==> src/rtl/exec_sequencer_if.sv <==
// -----------------------------------------------------------------------------
// exec_sequencer_if
// Bundles the decoded-instruction inputs and the control strobes exchanged
// between the core top level and the execution sequencer.
//   master : core top level (drives run/decoded fields, consumes strobes)
//   slave  : exec_sequencer (consumes decoded fields, drives pc/strobes)
// Signals:
//   run      1 = execute continuously, 0 = stop at next instruction boundary
//   flag     decoded class (0 nop, 1 alu/branch, 2 move, 3 memory)
//   oper     decoded operation code
//   mem_op   decoded memory op (1 load, 2 store reg, 3 store imm)
//   intermed immediate field, low bits used as branch target
//   cmp_eq   reg_file[regA] == reg_file[regB]
//   pc       program counter to instr_mem
//   fetch_en, alu_en, opb_sel, we, mem_dsel, rf_we, rf_wsel, rf_wdst,
//   out_en, busy, illegal : control strobes / selects
// -----------------------------------------------------------------------------
interface exec_sequencer_if #(
  parameter int unsigned PC_W = 8
);
  logic            run;
  logic [1:0]      flag;
  logic [3:0]      oper;
  logic [1:0]      mem_op;
  logic [PC_W-1:0] intermed;
  logic            cmp_eq;

  logic [PC_W-1:0] pc;
  logic            fetch_en;
  logic            alu_en;
  logic            opb_sel;
  logic            we;
  logic            mem_dsel;
  logic            rf_we;
  logic [1:0]      rf_wsel;
  logic            rf_wdst;
  logic            out_en;
  logic            busy;
  logic            illegal;

  modport master (
    output run, flag, oper, mem_op, intermed, cmp_eq,
    input  pc, fetch_en, alu_en, opb_sel, we, mem_dsel,
           rf_we, rf_wsel, rf_wdst, out_en, busy, illegal
  );

  modport slave (
    input  run, flag, oper, mem_op, intermed, cmp_eq,
    output pc, fetch_en, alu_en, opb_sel, we, mem_dsel,
           rf_we, rf_wsel, rf_wdst, out_en, busy, illegal
  );
endinterface

==> src/rtl/exec_sequencer.sv <==
// -----------------------------------------------------------------------------
// exec_sequencer
// Multi-cycle control FSM for the 16-bit core. Owns the program counter and
// sequences fetch, decode wait, ALU execute, data-memory access and
// register-file writeback.
// Ports:
//   clk     system clock
//   rst_n   asynchronous active-low reset
//   seq_if  exec_sequencer_if.slave : decoded fields in, pc/strobes out
// Parameters:
//   PC_W     program counter width (pc wraps modulo 2^PC_W)
//   RESET_PC pc value loaded on reset
// Cycle cost, FETCH to next FETCH: nop/move/store/branch 4, ALU 5, load 6.
// -----------------------------------------------------------------------------
module exec_sequencer #(
  parameter int unsigned          PC_W     = 8,
  parameter logic [PC_W-1:0]      RESET_PC = '0
) (
  input  logic             clk,
  input  logic             rst_n,
  exec_sequencer_if.slave  seq_if
);

  typedef enum logic [2:0] {
    S_IDLE,
    S_FETCH,
    S_DECODE,
    S_EXEC,
    S_MEM,
    S_WB
  } state_e;

  state_e          state_q, state_d;
  logic            dec_wait_q, dec_wait_d;
  logic [PC_W-1:0] pc_q, pc_d;
  logic [PC_W-1:0] pc_inc;

  // Select values captured in EXEC and held through MEM/WB
  logic            opb_q, opb_d;
  logic            dsel_q, dsel_d;
  logic [1:0]      wsel_q, wsel_d;
  logic            wdst_q, wdst_d;

  // EXEC-state decode of the registered decoder fields
  logic            ex_alu, ex_opb, ex_we, ex_dsel, ex_rfwe, ex_wdst, ex_oen, ex_ill;
  logic [1:0]      ex_wsel;
  logic            ex_to_wb, ex_to_mem;
  logic [PC_W-1:0] ex_pc;

  // Output drivers
  logic            fetch_en_o, alu_en_o, opb_sel_o, we_o, mem_dsel_o;
  logic            rf_we_o, rf_wdst_o, out_en_o, busy_o, illegal_o;
  logic [1:0]      rf_wsel_o;

  assign pc_inc = pc_q + PC_W'(1);

  // ---------------------------------------------------------------------------
  // State register
  // ---------------------------------------------------------------------------
  always_ff @(posedge clk or negedge rst_n) begin
    if (!rst_n) begin
      state_q    <= S_IDLE;
      dec_wait_q <= 1'b0;
      pc_q       <= RESET_PC;
      opb_q      <= 1'b0;
      dsel_q     <= 1'b0;
      wsel_q     <= '0;
      wdst_q     <= 1'b0;
    end else begin
      state_q    <= state_d;
      dec_wait_q <= dec_wait_d;
      pc_q       <= pc_d;
      opb_q      <= opb_d;
      dsel_q     <= dsel_d;
      wsel_q     <= wsel_d;
      wdst_q     <= wdst_d;
    end
  end

  // ---------------------------------------------------------------------------
  // EXEC decode: what the current instruction does in its EXEC cycle
  // ---------------------------------------------------------------------------
  always_comb begin
    ex_alu    = 1'b0;
    ex_opb    = 1'b0;
    ex_we     = 1'b0;
    ex_dsel   = 1'b0;
    ex_rfwe   = 1'b0;
    ex_wsel   = 2'd0;
    ex_wdst   = 1'b0;
    ex_oen    = 1'b0;
    ex_ill    = 1'b0;
    ex_to_wb  = 1'b0;
    ex_to_mem = 1'b0;
    ex_pc     = pc_inc;
    unique case (seq_if.flag)
      2'd0: begin
        // nop: default pc+1
      end
      2'd1: begin
        unique case (seq_if.oper)
          4'h1, 4'h2, 4'h3, 4'h4, 4'h5: begin
            ex_alu   = 1'b1;
            ex_to_wb = 1'b1;
          end
          4'h6, 4'h7, 4'h8, 4'h9, 4'hB: begin
            ex_alu   = 1'b1;
            ex_opb   = 1'b1;
            ex_to_wb = 1'b1;
          end
          4'hA: begin
            ex_alu   = 1'b1;
            ex_wdst  = 1'b1;
            ex_to_wb = 1'b1;
          end
          4'hC: ex_pc = seq_if.cmp_eq ? seq_if.intermed : pc_inc;
          4'hD: ex_pc = seq_if.cmp_eq ? pc_inc : seq_if.intermed;
          4'hF: ex_pc = seq_if.intermed;
          default: ex_ill = 1'b1;   // 0 and E
        endcase
      end
      2'd2: begin
        unique case (seq_if.oper)
          4'h2: begin
            ex_rfwe = 1'b1;
            ex_wsel = 2'd1;
            ex_oen  = 1'b1;
          end
          4'h3: begin
            ex_rfwe = 1'b1;
            ex_wsel = 2'd2;
            ex_oen  = 1'b1;
          end
          default: ex_ill = 1'b1;
        endcase
      end
      2'd3: begin
        unique case (seq_if.mem_op)
          2'd1: begin
            ex_wsel   = 2'd3;
            ex_to_mem = 1'b1;
          end
          2'd2: ex_we = 1'b1;
          2'd3: begin
            ex_we   = 1'b1;
            ex_dsel = 1'b1;
          end
          default: ex_ill = 1'b1;
        endcase
      end
      default: ex_ill = 1'b1;
    endcase
  end

  // ---------------------------------------------------------------------------
  // Next-state logic
  // ---------------------------------------------------------------------------
  always_comb begin
    state_d    = state_q;
    dec_wait_d = 1'b0;
    pc_d       = pc_q;
    opb_d      = opb_q;
    dsel_d     = dsel_q;
    wsel_d     = wsel_q;
    wdst_d     = wdst_q;
    unique case (state_q)
      S_IDLE: begin
        if (seq_if.run) state_d = S_FETCH;
      end
      S_FETCH: begin
        state_d = S_DECODE;
        opb_d   = 1'b0;
        dsel_d  = 1'b0;
        wsel_d  = '0;
        wdst_d  = 1'b0;
      end
      S_DECODE: begin
        // Two cycles: instr_mem read latency, then the registered decoder.
        if (dec_wait_q) begin
          state_d = S_EXEC;
        end else begin
          dec_wait_d = 1'b1;
        end
      end
      S_EXEC: begin
        opb_d  = ex_opb;
        dsel_d = ex_dsel;
        wsel_d = ex_wsel;
        wdst_d = ex_wdst;
        if (ex_to_mem) begin
          state_d = S_MEM;
        end else if (ex_to_wb) begin
          state_d = S_WB;
        end else begin
          pc_d    = ex_pc;
          state_d = seq_if.run ? S_FETCH : S_IDLE;
        end
      end
      S_MEM: begin
        state_d = S_WB;
      end
      S_WB: begin
        pc_d    = pc_inc;
        state_d = seq_if.run ? S_FETCH : S_IDLE;
      end
      default: state_d = S_IDLE;
    endcase
  end

  // ---------------------------------------------------------------------------
  // Output logic (state-decoded; decoder fields are stable throughout EXEC)
  // ---------------------------------------------------------------------------
  always_comb begin
    fetch_en_o = 1'b0;
    alu_en_o   = 1'b0;
    opb_sel_o  = 1'b0;
    we_o       = 1'b0;
    mem_dsel_o = 1'b0;
    rf_we_o    = 1'b0;
    rf_wsel_o  = 2'd0;
    rf_wdst_o  = 1'b0;
    out_en_o   = 1'b0;
    illegal_o  = 1'b0;
    busy_o     = (state_q != S_IDLE);
    unique case (state_q)
      S_FETCH: fetch_en_o = 1'b1;
      S_EXEC: begin
        alu_en_o   = ex_alu;
        opb_sel_o  = ex_opb;
        we_o       = ex_we;
        mem_dsel_o = ex_dsel;
        rf_we_o    = ex_rfwe;
        rf_wsel_o  = ex_wsel;
        rf_wdst_o  = ex_wdst;
        out_en_o   = ex_oen;
        illegal_o  = ex_ill;
      end
      S_MEM: begin
        opb_sel_o  = opb_q;
        mem_dsel_o = dsel_q;
        rf_wsel_o  = wsel_q;
        rf_wdst_o  = wdst_q;
      end
      S_WB: begin
        rf_we_o    = 1'b1;
        out_en_o   = 1'b1;
        opb_sel_o  = opb_q;
        mem_dsel_o = dsel_q;
        rf_wsel_o  = wsel_q;
        rf_wdst_o  = wdst_q;
      end
      default: begin
      end
    endcase
  end

  assign seq_if.pc       = pc_q;
  assign seq_if.fetch_en = fetch_en_o;
  assign seq_if.alu_en   = alu_en_o;
  assign seq_if.opb_sel  = opb_sel_o;
  assign seq_if.we       = we_o;
  assign seq_if.mem_dsel = mem_dsel_o;
  assign seq_if.rf_we    = rf_we_o;
  assign seq_if.rf_wsel  = rf_wsel_o;
  assign seq_if.rf_wdst  = rf_wdst_o;
  assign seq_if.out_en   = out_en_o;
  assign seq_if.busy     = busy_o;
  assign seq_if.illegal  = illegal_o;

endmodule

==> src/flat_wrapper.sv <==
// flat-port wrapper written by rule: the top's interface ports become plain ports
module exec_sequencer_flat 
#(
  parameter int unsigned          PC_W     = 8,
  parameter logic [PC_W-1:0]      RESET_PC = '0
)
  (clk, rst_n, seq_if_run, seq_if_flag, seq_if_oper, seq_if_mem_op, seq_if_intermed, seq_if_cmp_eq, seq_if_pc, seq_if_fetch_en, seq_if_alu_en, seq_if_opb_sel, seq_if_we, seq_if_mem_dsel, seq_if_rf_we, seq_if_rf_wsel, seq_if_rf_wdst, seq_if_out_en, seq_if_busy, seq_if_illegal);
  exec_sequencer_if #(.PC_W(PC_W)) seq_if_i ();
  input  logic clk;
  input  logic rst_n;
  input wire logic [$bits(seq_if_i.run)-1:0] seq_if_run;
  input wire logic [$bits(seq_if_i.flag)-1:0] seq_if_flag;
  input wire logic [$bits(seq_if_i.oper)-1:0] seq_if_oper;
  input wire logic [$bits(seq_if_i.mem_op)-1:0] seq_if_mem_op;
  input wire logic [$bits(seq_if_i.intermed)-1:0] seq_if_intermed;
  input wire logic [$bits(seq_if_i.cmp_eq)-1:0] seq_if_cmp_eq;
  output wire logic [$bits(seq_if_i.pc)-1:0] seq_if_pc;
  output wire logic [$bits(seq_if_i.fetch_en)-1:0] seq_if_fetch_en;
  output wire logic [$bits(seq_if_i.alu_en)-1:0] seq_if_alu_en;
  output wire logic [$bits(seq_if_i.opb_sel)-1:0] seq_if_opb_sel;
  output wire logic [$bits(seq_if_i.we)-1:0] seq_if_we;
  output wire logic [$bits(seq_if_i.mem_dsel)-1:0] seq_if_mem_dsel;
  output wire logic [$bits(seq_if_i.rf_we)-1:0] seq_if_rf_we;
  output wire logic [$bits(seq_if_i.rf_wsel)-1:0] seq_if_rf_wsel;
  output wire logic [$bits(seq_if_i.rf_wdst)-1:0] seq_if_rf_wdst;
  output wire logic [$bits(seq_if_i.out_en)-1:0] seq_if_out_en;
  output wire logic [$bits(seq_if_i.busy)-1:0] seq_if_busy;
  output wire logic [$bits(seq_if_i.illegal)-1:0] seq_if_illegal;
  assign seq_if_i.run = seq_if_run;
  assign seq_if_i.flag = seq_if_flag;
  assign seq_if_i.oper = seq_if_oper;
  assign seq_if_i.mem_op = seq_if_mem_op;
  assign seq_if_i.intermed = seq_if_intermed;
  assign seq_if_i.cmp_eq = seq_if_cmp_eq;
  assign seq_if_pc = seq_if_i.pc;
  assign seq_if_fetch_en = seq_if_i.fetch_en;
  assign seq_if_alu_en = seq_if_i.alu_en;
  assign seq_if_opb_sel = seq_if_i.opb_sel;
  assign seq_if_we = seq_if_i.we;
  assign seq_if_mem_dsel = seq_if_i.mem_dsel;
  assign seq_if_rf_we = seq_if_i.rf_we;
  assign seq_if_rf_wsel = seq_if_i.rf_wsel;
  assign seq_if_rf_wdst = seq_if_i.rf_wdst;
  assign seq_if_out_en = seq_if_i.out_en;
  assign seq_if_busy = seq_if_i.busy;
  assign seq_if_illegal = seq_if_i.illegal;
  exec_sequencer #(.PC_W(PC_W), .RESET_PC(RESET_PC)) u_core (.clk(clk), .rst_n(rst_n), .seq_if(seq_if_i));
endmodule
==> config.mk <==
export PLATFORM = sky130hd
export DESIGN_NAME = exec_sequencer_flat
export DESIGN_NICKNAME = d
export VERILOG_FILES = /design/src/rtl/exec_sequencer_if.sv /design/src/rtl/exec_sequencer.sv /design/src/flat_wrapper.sv
export SDC_FILE = /design/constraint.sdc
export NUM_CORES = 1
export LEC_CHECK = 0
export ABC_CLOCK_PERIOD_IN_PS = 2500
export CORE_MARGIN = 1.5
export CORE_UTILIZATION = 43
export CTS_CLUSTER_SIZE = 12
export DETAILED_ROUTE_END_ITERATION = 8
export PLACE_DENSITY = 0.8
export SLEW_MARGIN = 20
export SYNTH_ARGS = -nofsm -noshare
export SYNTH_HDL_FRONTEND = slang
export SYNTH_SLANG_ARGS = --single-unit
==> constraint.sdc <==
create_clock -name clk -period 2.5 [get_ports clk]
set_input_delay 0.5 -clock clk [delete_from_list [all_inputs] [get_ports clk]]
set_output_delay 0.5 -clock clk [all_outputs]
set_load 0.01 [all_outputs]
* Word level (Yosys, flattened, before mapping)
Cells that the tools add are included.
** Storage, ports and cells
- Word-level logic and storage cells :: 99
- Register bits :: 17
** Cells by class
- Add/subtract/negate cells :: 1
- Multiplexer cells :: 49
- Reductions and logical operators :: 13
- Eq/ne operators :: 29
** Operators by type and width (number)
- $mux W8 :: 5
- $eq A4 B4 Y1 const B :: 7
- $mux W1 :: 24
- $pmux W8 S3 :: 1
- $pmux W3 S6 :: 1
- $eq A4 B3 Y1 const B :: 4
- $pmux W2 S2 :: 4
- $pmux W8 S2 :: 1
- $pmux W1 S2 :: 7
- $reduce_or A14 Y1 :: 1
- $mux W3 :: 4
- $reduce_or A11 Y1 :: 1
- $add A8 B1 Y8 const B :: 1
- $eq A2 B2 Y1 const B :: 4
- $eq A4 B2 Y1 const B :: 2
- $eq A3 B2 Y1 const B :: 2
- $eq A3 B3 Y1 const B :: 2
- $ne A2 B2 Y1 const B :: 3
- $reduce_or A2 Y1 :: 3
- $reduce_or A5 Y1 :: 1
- $eq A2 B1 Y1 const B :: 2
- $eq A4 B1 Y1 const B :: 1
- $reduce_bool A2 Y1 :: 2
- $eq A3 B1 Y1 const B :: 1
- other kinds (8) :: 8

* Depth between registers and ports, before layout
Gate-level depths: netlist of the first run.
- Depth in word-level cells :: 7
- Mapped depth :: 8
- Gate-level depth less buffers :: 5

* Least setup slack after synthesis of the first run
Ideal clock, no wire load.
- Path type :: in2reg
- Start point :: in seq_if_oper[3]
- End point :: reg u_core.pc_q[5], in the netlist u_core.seq_if.pc[5]
- Buffers on the path :: 3
- Arrival :: 1811 ps
- Setup time :: 121 ps
- Setup slack :: 568 ps
- Data required time :: 2379 ps
- Stages on the path :: 8
- Path through :: buf_2 and2_4 o31a_1 a21o_1 buf_6 and2_4 buf_6 a22o_1
** Between the ends
- Cells in the longest elaborated chain, start to end :: 6
** Ends and longest elaborated chain
- from (decl) :: RTL line flat_wrapper.sv:13 : input wire logic [$bits(seq_if_i.oper)-1:0] seq_if_oper;
- $eq A4 B1 Y1 (tied with other cells) :: RTL line exec_sequencer.sv:101 : unique case (seq_if.oper)
- $reduce_or A11 Y1 (no source line) or $pmux W8 S3 (tied branches)
- $mux W1 or $mux W8 (tied branches) :: RTL line exec_sequencer.sv:101, exec_sequencer.sv:96
- $mux W1 or $mux W8 (tied branches) :: RTL line exec_sequencer.sv:96, exec_sequencer.sv:192
- $ne A2 B2 Y1 (no source line) or $mux W8 (tied branches)
- $reduce_and A3 Y1 (no source line) or $pmux W8 S2 (tied branches)
- to (signal assigned) :: RTL line exec_sequencer.sv:72 : pc_q <= pc_d;
- to (decl) :: RTL line exec_sequencer.sv:35 : logic [PC_W-1:0] pc_q, pc_d;
Several ways; a longest one is shown, not always the timed one. The select of a mux whose other input is x is not followed.
A chain may end at the register's enable or synchronous reset.

* Final worst setup path of the first run
- Start point :: in seq_if_mem_op[0]
- End point :: out seq_if_mem_dsel
** Between the ends
- Cells in the longest elaborated chain, start to end :: 4
** Ends and longest elaborated chain
- from (decl) :: RTL line flat_wrapper.sv:14 : input wire logic [$bits(seq_if_i.mem_op)-1:0] seq_if_mem_op;
- $eq A2 B2 Y1 :: RTL line exec_sequencer.sv:138 : unique case (seq_if.mem_op)
- $mux W1 :: RTL line exec_sequencer.sv:138
- $mux W1 :: RTL line exec_sequencer.sv:96 : unique case (seq_if.flag)
- $pmux W1 S2 :: RTL line exec_sequencer.sv:225 : unique case (state_q)
- to (decl) :: RTL line flat_wrapper.sv:22 : output wire logic [$bits(seq_if_i.mem_dsel)-1:0] seq_if_mem_dsel;
No other way between the ends.

==> metrics.txt, run 1 <==
status finished, final reports clean; EDFF count, synth 0; Synth async-reset ratio 100%; Reg clk slew, reported paths 0.10 ns; Area growth, synth to finish 46.1%; max-cap viol count 0; Synth top area share 33.7%; worst reg2reg path depth 6; nets@finish 226; fin crit period 2.39 ns; DP Worst Slack -0.233 ns; multi-input combinational cell area 762 sq um; crit end category primary output; Max Fanout on Critical Path 2; HP Class flip-flop to flip-flop; largest net degree at the start of global routing 21; Max Fclk 419 MHz; endpoints failing setup 0; synthesized flop and latch total 17; vias in the first global route 1308; RR Startpoint u_core.state_q[2]; Seq/Total Area, Yosys 33.7%; Worst setup SP type input port; Ant. Diodes 0; Final HPWL DP 2540 um; initial antenna violation count 0; Hold Path Depth 1; Fin. Hold Viols 0; GP Congestion 0.818; Via density 5.55; Fillers 236; Syn Nets 170; crit path kind input port to primary output; Slew @ Worst Pin 0.766 ns; TritonCTS clock tree yes; hold buffer count at CTS 0; Synth Flop Type dfrtp_1; worst rel slew slack 48.8%; Final Cell Area 1840 sq um; largest family of logic cells by synthesized area simple AND/OR/NAND/NOR gates; Critical Path Source seq_if_mem_op[0]; RSZ-0062 raised after global routing false; total CTS buffers 3; CP Buf/Inv Count 4; Core Rows 19; CP max-delay cell clkdlybuf4s50_1; 1st-pass router iterations 4; required time worst endpoint 2.00 ns; Final Skew 0.00806 ns; Die Wd 57.2 um; Final ANT Viol Nets 0; worst-skew pair later-pin latency 0.30 ns; Die Ht 57.2 um; initial core utilization 45.7%; synth warn 0; CTS Buffer Depth 2; Pwr Density 790 nW/um^2; Critical Path Sink seq_if_mem_dsel; share of cells above drive strength 1 22.5%; DR DRC count 0; dpl cell area 1770 sq um; Lkg Pwr 0.887 nW; xor and xnor area share after synthesis 1.39%; Reg2Reg Setup Slack 0.63 ns; All-Layer GR Usage 22.3%; largest area contributor in the synthesized netlist dfrtp_1; I/O pin cnt 40; crit-path max cell delay 0.48 ns; Adder-Cell Fraction of Synth Area 0.992%; Mapped Area 1260 sq um; CP top delay family buffers and inverters; first-pass GRT wire length 5810 um; H-tree Lvls 1; Critical Path Stages 5; Seq. cell area 425 sq um; CTS Sinks 17; Routed WL 3360 um; 1st-iter DRT viols 45; VDD IR max 0.806 mV; Buffers on Ports 39; final cycle utilization of the critical path 95.4%; top-count cell post-synth dfrtp_1; Avg WL per Cell 14.3 um; CP Cell Sequence clkdlybuf4s50_1 -> buf_4 -> buf_4 -> a22o_1 -> clkdlybuf4s50_1; Root Driver clkbuf_4; Distinct cells, synth 42; Syn Area/Cell 8.46 sq um; GRT overflow 0; commonest cells in the netlist dfrtp_1 (17), nand2_1 (16), nor2_1 (13), o21ai_0 (11), o211ai_1 (7); worst path arrival time 1.89 ns; mux cell area share after synthesis 1.59%; Synth area leaders dfrtp_1 (34%), nand2_1 (4.8%), o21ai_0 (4.4%), o211ai_1 (4.2%), nor2_1 (3.9%); Post-Synth Simple-Gate Area 27.5%; Mapped Cells 149; Slew Viols, Final 0; reg2reg end u_core.seq_if.pc[6]; die area 3270 sq um; complex-gate fraction of the synthesized area 26.1%; Vias 1305; worst setup margin 0.115 ns; Core Footprint 2760 sq um
[routing by layer]
layer	up-vias	global-route usage (%)	part of all wire, %
met2	32	40.1	53
met5	-	0	0
met1	621	27.0	42
met3	4	5.22	4.1
met4	0	5.32	0.74
li1	648	-	-
[how the worst min path moves through the flow]
stage	startpoint	to	slack, ns
6_report	u_core.dec_wait_q	u_core.dec_wait_q	0.44
5_1_grt	u_core.dec_wait_q	u_core.dec_wait_q	0.50
4_1_cts	u_core.dec_wait_q	u_core.dec_wait_q	0.44
3_5_place_dp	u_core.dec_wait_q	u_core.dec_wait_q	0.42
3_3_place_gp	u_core.dec_wait_q	u_core.dec_wait_q	0.42
2_1_floorplan	rst_n	u_core.dec_wait_q	0.20
[power breakdown]
part	switching [W]	leakage, nW	internal, W
Combinational	0.000431	0.658	0.000416
Clock	0.0000939	0.0177	0.0000597
Sequential	0.0000854	0.211	0.000370
Total	0.000610	0.887	0.000846
[layout make-up]
cell class                      instances  share of cell area (%)
Clock buffer                            3                    1.22
Clock inverter                          1                   0.272
Inverter                                6                    1.22
Multi-Input combinational cell        114                    41.3
Sequential cell                        17                    23.1
Tap cell                               31                    2.10
Timing Repair Buffer                   63                    30.8
[cells by family (layout without fill, tap and decap cells)]
family / count (synthesis) / count (layout)
adders and majority gates: 1 / 1
muxes: 2 / 2
AOI/OAI and AO/OA: 46 / 46
DFF: 17 / 17
buffers and inverters: 18 / 73
xor gates and xnor gates: 2 / 2
and+or+nand+nor: 63 / 63
[metrics by stage]
step	hold slack, ns	utilization (%)	TNS [ns]	power (W)	std cells
6_report	0.440	66.8	0	0.00146	235
5_1_grt	0.497	66.8	0	0.00157	235
4_1_cts	0.438	66.2	-0.0121	0.00145	234
3_5_place_dp	0.424	64.1	-1.50	0.00129	229
3_3_place_gp	0.424	64.1	-1.05	0.00126	229
2_1_floorplan	0.204	-	0	0.000969	149
[what timing repair did]
action	4_1_cts	5_1_grt
buffers inserted	1	1
resized for setup	23	5
pin swaps	0	2
endpoints found under the setup margin	8	5
[worst reg2reg max path: cells and delay by family, from the launching register on]
kind / cells / cell delay, ns
buffers and inverters: 1 / 0.16
DFF: 1 / 0.39
AOI/OAI and AO/OA: 3 / 0.71
and+or+nand+nor: 2 / 0.51
[layout by cell type, fill, tap and decap left out, types with 6 or more instances in the layout]
master	netlist	final
a21oi_1	6	6
buf_4	2	24
clkdlybuf4s50_1	0	25
dfrtp_1	17	17
dlygate4sd2_1	0	10
inv_1	6	6
nand2_1	16	15
nor2_1	13	10
o211ai_1	7	7
o21ai_0	11	9
[flip-flops by register name, indices dropped and copies added (netlist names)]
name,count
u_core.dec_wait_q,1
u_core.dsel_q,1
u_core.opb_q,1
u_core.seq_if.pc,8
u_core.state_q,3
u_core.wdst_q,1
u_core.wsel_q,2
No activity file was read; power rests on OpenSTA's default activity.
==> inputs of run 2 (changes only) <==
ABC_CLOCK_PERIOD_IN_PS = 2750   (was 2500)
CAP_MARGIN = 10   (was unset)
clock period = 2.75 ns   (was 2.5 ns; I/O delays follow)
==> run 2 against run 1 <==
  * Utilization decreased by 3.6 points
  * Sequential cell count unchanged
  * Sequential share of layout area grew 1.4 points
  * Die area did not move
  * Sequential power is 5.0% lower
==> metrics.txt, run 2 (synthesis results as in run 1) <==
Max Fanout on Critical Path 4 (+2); Die Ht 57.2 um (unchanged); final cycle utilization of the critical path 99.1%; H-tree Lvls 1 (unchanged); Slew @ Worst Pin 0.812 ns (+0.0460 ns); DP Worst Slack -0.0816 ns (+0.151 ns); DR DRC count 0 (unchanged); Root Driver clkbuf_4; Ant. Diodes 0 (unchanged); RSZ-0062 raised after global routing true; dpl cell area 1700 sq um (-3.8%); max-cap viol count 0 (unchanged); clock network fraction of design power 10.8% (+0.3 points); crit end category primary output; fin crit period 2.73 ns; Core Footprint 2760 sq um (unchanged); Core Rows 19 (unchanged); 1st-pass router iterations 4 (unchanged); Sw Ratio 41.4% (-0.47 points); status finished, final reports clean; CTS Buffer Depth 2 (unchanged); Area growth, synth to finish 38.2%; multi-input combinational cell area 737 sq um (-3.3%); Max Fclk 367 MHz; worst setup margin 0.0249 ns (-0.0901 ns); VDD IR max 0.741 mV (-8.0%); Hold Path Depth 1 (unchanged); GRT overflow 0 (unchanged); Lkg Pwr 0.816 nW (-8.0%); All-Layer GR Usage 20.1% (-2.2 points); Fin. Hold Viols 0 (unchanged); Hold Worst Slack 0.447 ns (+0.00653 ns); worst path arrival time 2.18 ns (+0.29 ns); Pwr Density 733 nW/um^2 (-7.2%); first-pass GRT wire length 5190 um (-11%); 1st-iter DRT viols 37 (-18%); Routed WL 3100 um (-7.8%); combinational share of power 55.3% (-2.9 points); largest net degree at the start of global routing 18 (-14%); commonest non-fill, non-tap cell in the layout clkdlybuf4s50_1; worst rel slew slack 45.7% (-3.1 points); Avg WL per Cell 13.8 um (-3.3%); required time worst endpoint 2.20 ns (+0.20 ns); worst-skew pair later-pin latency 0.30 ns (about the same); die area 3270 sq um (unchanged); Via density 5.65 (+1.8%); vias in the first global route 1255 (-4.1%); endpoints failing setup 0 (unchanged); total negative slack 0 ns (unchanged); max reg flops 8 (unchanged); initial antenna violation count 0 (unchanged); Worst setup SP type input port; Vias 1266 (-3.0%); Reg clk slew, reported paths 0.10 ns (about the same); TritonCTS clock tree yes; HP Class flip-flop to flip-flop; Int Pwr 0.000748 W (-12%); P_sw 0.000529 W (-13%); Buffers on Ports 39 (unchanged); Die Wd 57.2 um (unchanged); Slew Viols, Final 0 (unchanged); share of cells above drive strength 1 15.0% (-7.5 points); most frequent cells in the layout clkdlybuf4s50_1 (32), nand2_1 (16), dfrtp_1 (16); total CTS buffers 3 (unchanged); Final Skew 0.00119 ns (-0.00687 ns); initial core utilization 45.7% (unchanged); Final Cell Area 1740 sq um (-5.4%); Final ANT Viol Nets 0 (unchanged); crit path kind input port to primary output; worst reg2reg path depth 5 (-1); Final HPWL DP 2350 um (-7.4%); I/O pin cnt 40 (unchanged); Fillers 234 (-0.85%); Post-CTS Setup Inserts 0 (-1); Sequential Power Share 33.9% (+2.6 points); nets@finish 215 (-4.9%); GP Congestion 0.813 (-0.60%); Seq. cell area 427 sq um (+0.29%); CTS Sinks 17 (unchanged)
[run 2: changes by cell type in the layout (fill, tap and decap cells not counted), sizes merged]
cell           change
buf               -11
clkdlybuf4s50      +7
dlygate4sd2        -6
clkdlybuf4s15      -1
[run 2: per-stage QoR]
stage	util, %	cells	power, W
floorplan	-	149	0.000881
global placement	61.7	220	0.00113
detailed placement	61.7	220	0.00115
CTS	62.9	224	0.00129
global route	63.2	224	0.00138
finish	63.2	224	0.00128
[run 2: routing by layer]
metal,GRT usage [%],share of wire [%]
met3,4.99,5.8
met5,0,0
met1,23.5,42
met2,35.3,51
met4,7.97,1.0
[run 2: timing repair]
item                                    CTS  global route
gates resized for setup                   8             4
cloned                                    0             0
hold buffers                              0             0
endpoints found under the setup margin    5             5
[run 2: final timing paths]
| check | from | endpoint | slack [ns] |
|---|---|---|---|
| worst min register to register | u_core.dec_wait_q | u_core.dec_wait_q | 0.45 |
| worst max-delay path | seq_if_oper[1] | seq_if_opb_sel | 0.02 |
| min in group asynchronous | rst_n | u_core.seq_if.pc[6] | 0.71 |
| max in group asynchronous | rst_n | u_core.state_q[2] | 1.48 |
| worst min-delay path | u_core.dec_wait_q | u_core.dec_wait_q | 0.45 |
| worst max register to register | u_core.state_q[0] | u_core.seq_if.pc[7] | 0.83 |
[run 2: cell type report]
type | count | area share (%)
Multi-Input combinational cell | 114 | 42.3
Inverter | 6 | 1.29
Timing Repair Buffer | 52 | 28.1
Tap cell | 31 | 2.23
Clock inverter | 1 | 0.287
Clock buffer | 3 | 1.29
Sequential cell | 17 | 24.5
[run 2: power groups by stage]
| stage | clock [W] | combinational (W) | sequential (W) |
|---|---|---|---|
| after global routing | 0.000156 | 0.000778 | 0.000448 |
| after floorplan | 0 | 0.000450 | 0.000431 |
| after detailed placement | 0 | 0.000710 | 0.000436 |
| after global placement | 0 | 0.000695 | 0.000431 |
| final | 0.000138 | 0.000706 | 0.000433 |
| after CTS | 0.000146 | 0.000713 | 0.000431 |
[run 2: critical path: stages]
cell,delay (ns)
clkdlybuf4s50_1,0.53
nor2b_2,0.21
nor3b_1,0.06
o21ai_0,0.24
nand2_1,0.08
clkdlybuf4s50_1,0.49
==> inputs of run 3 (changes only) <==
CTS_CLUSTER_SIZE = 20   (was 12)
==> results of run 3 <==
Final layout, timing and power as in run 2 (identical DEF).
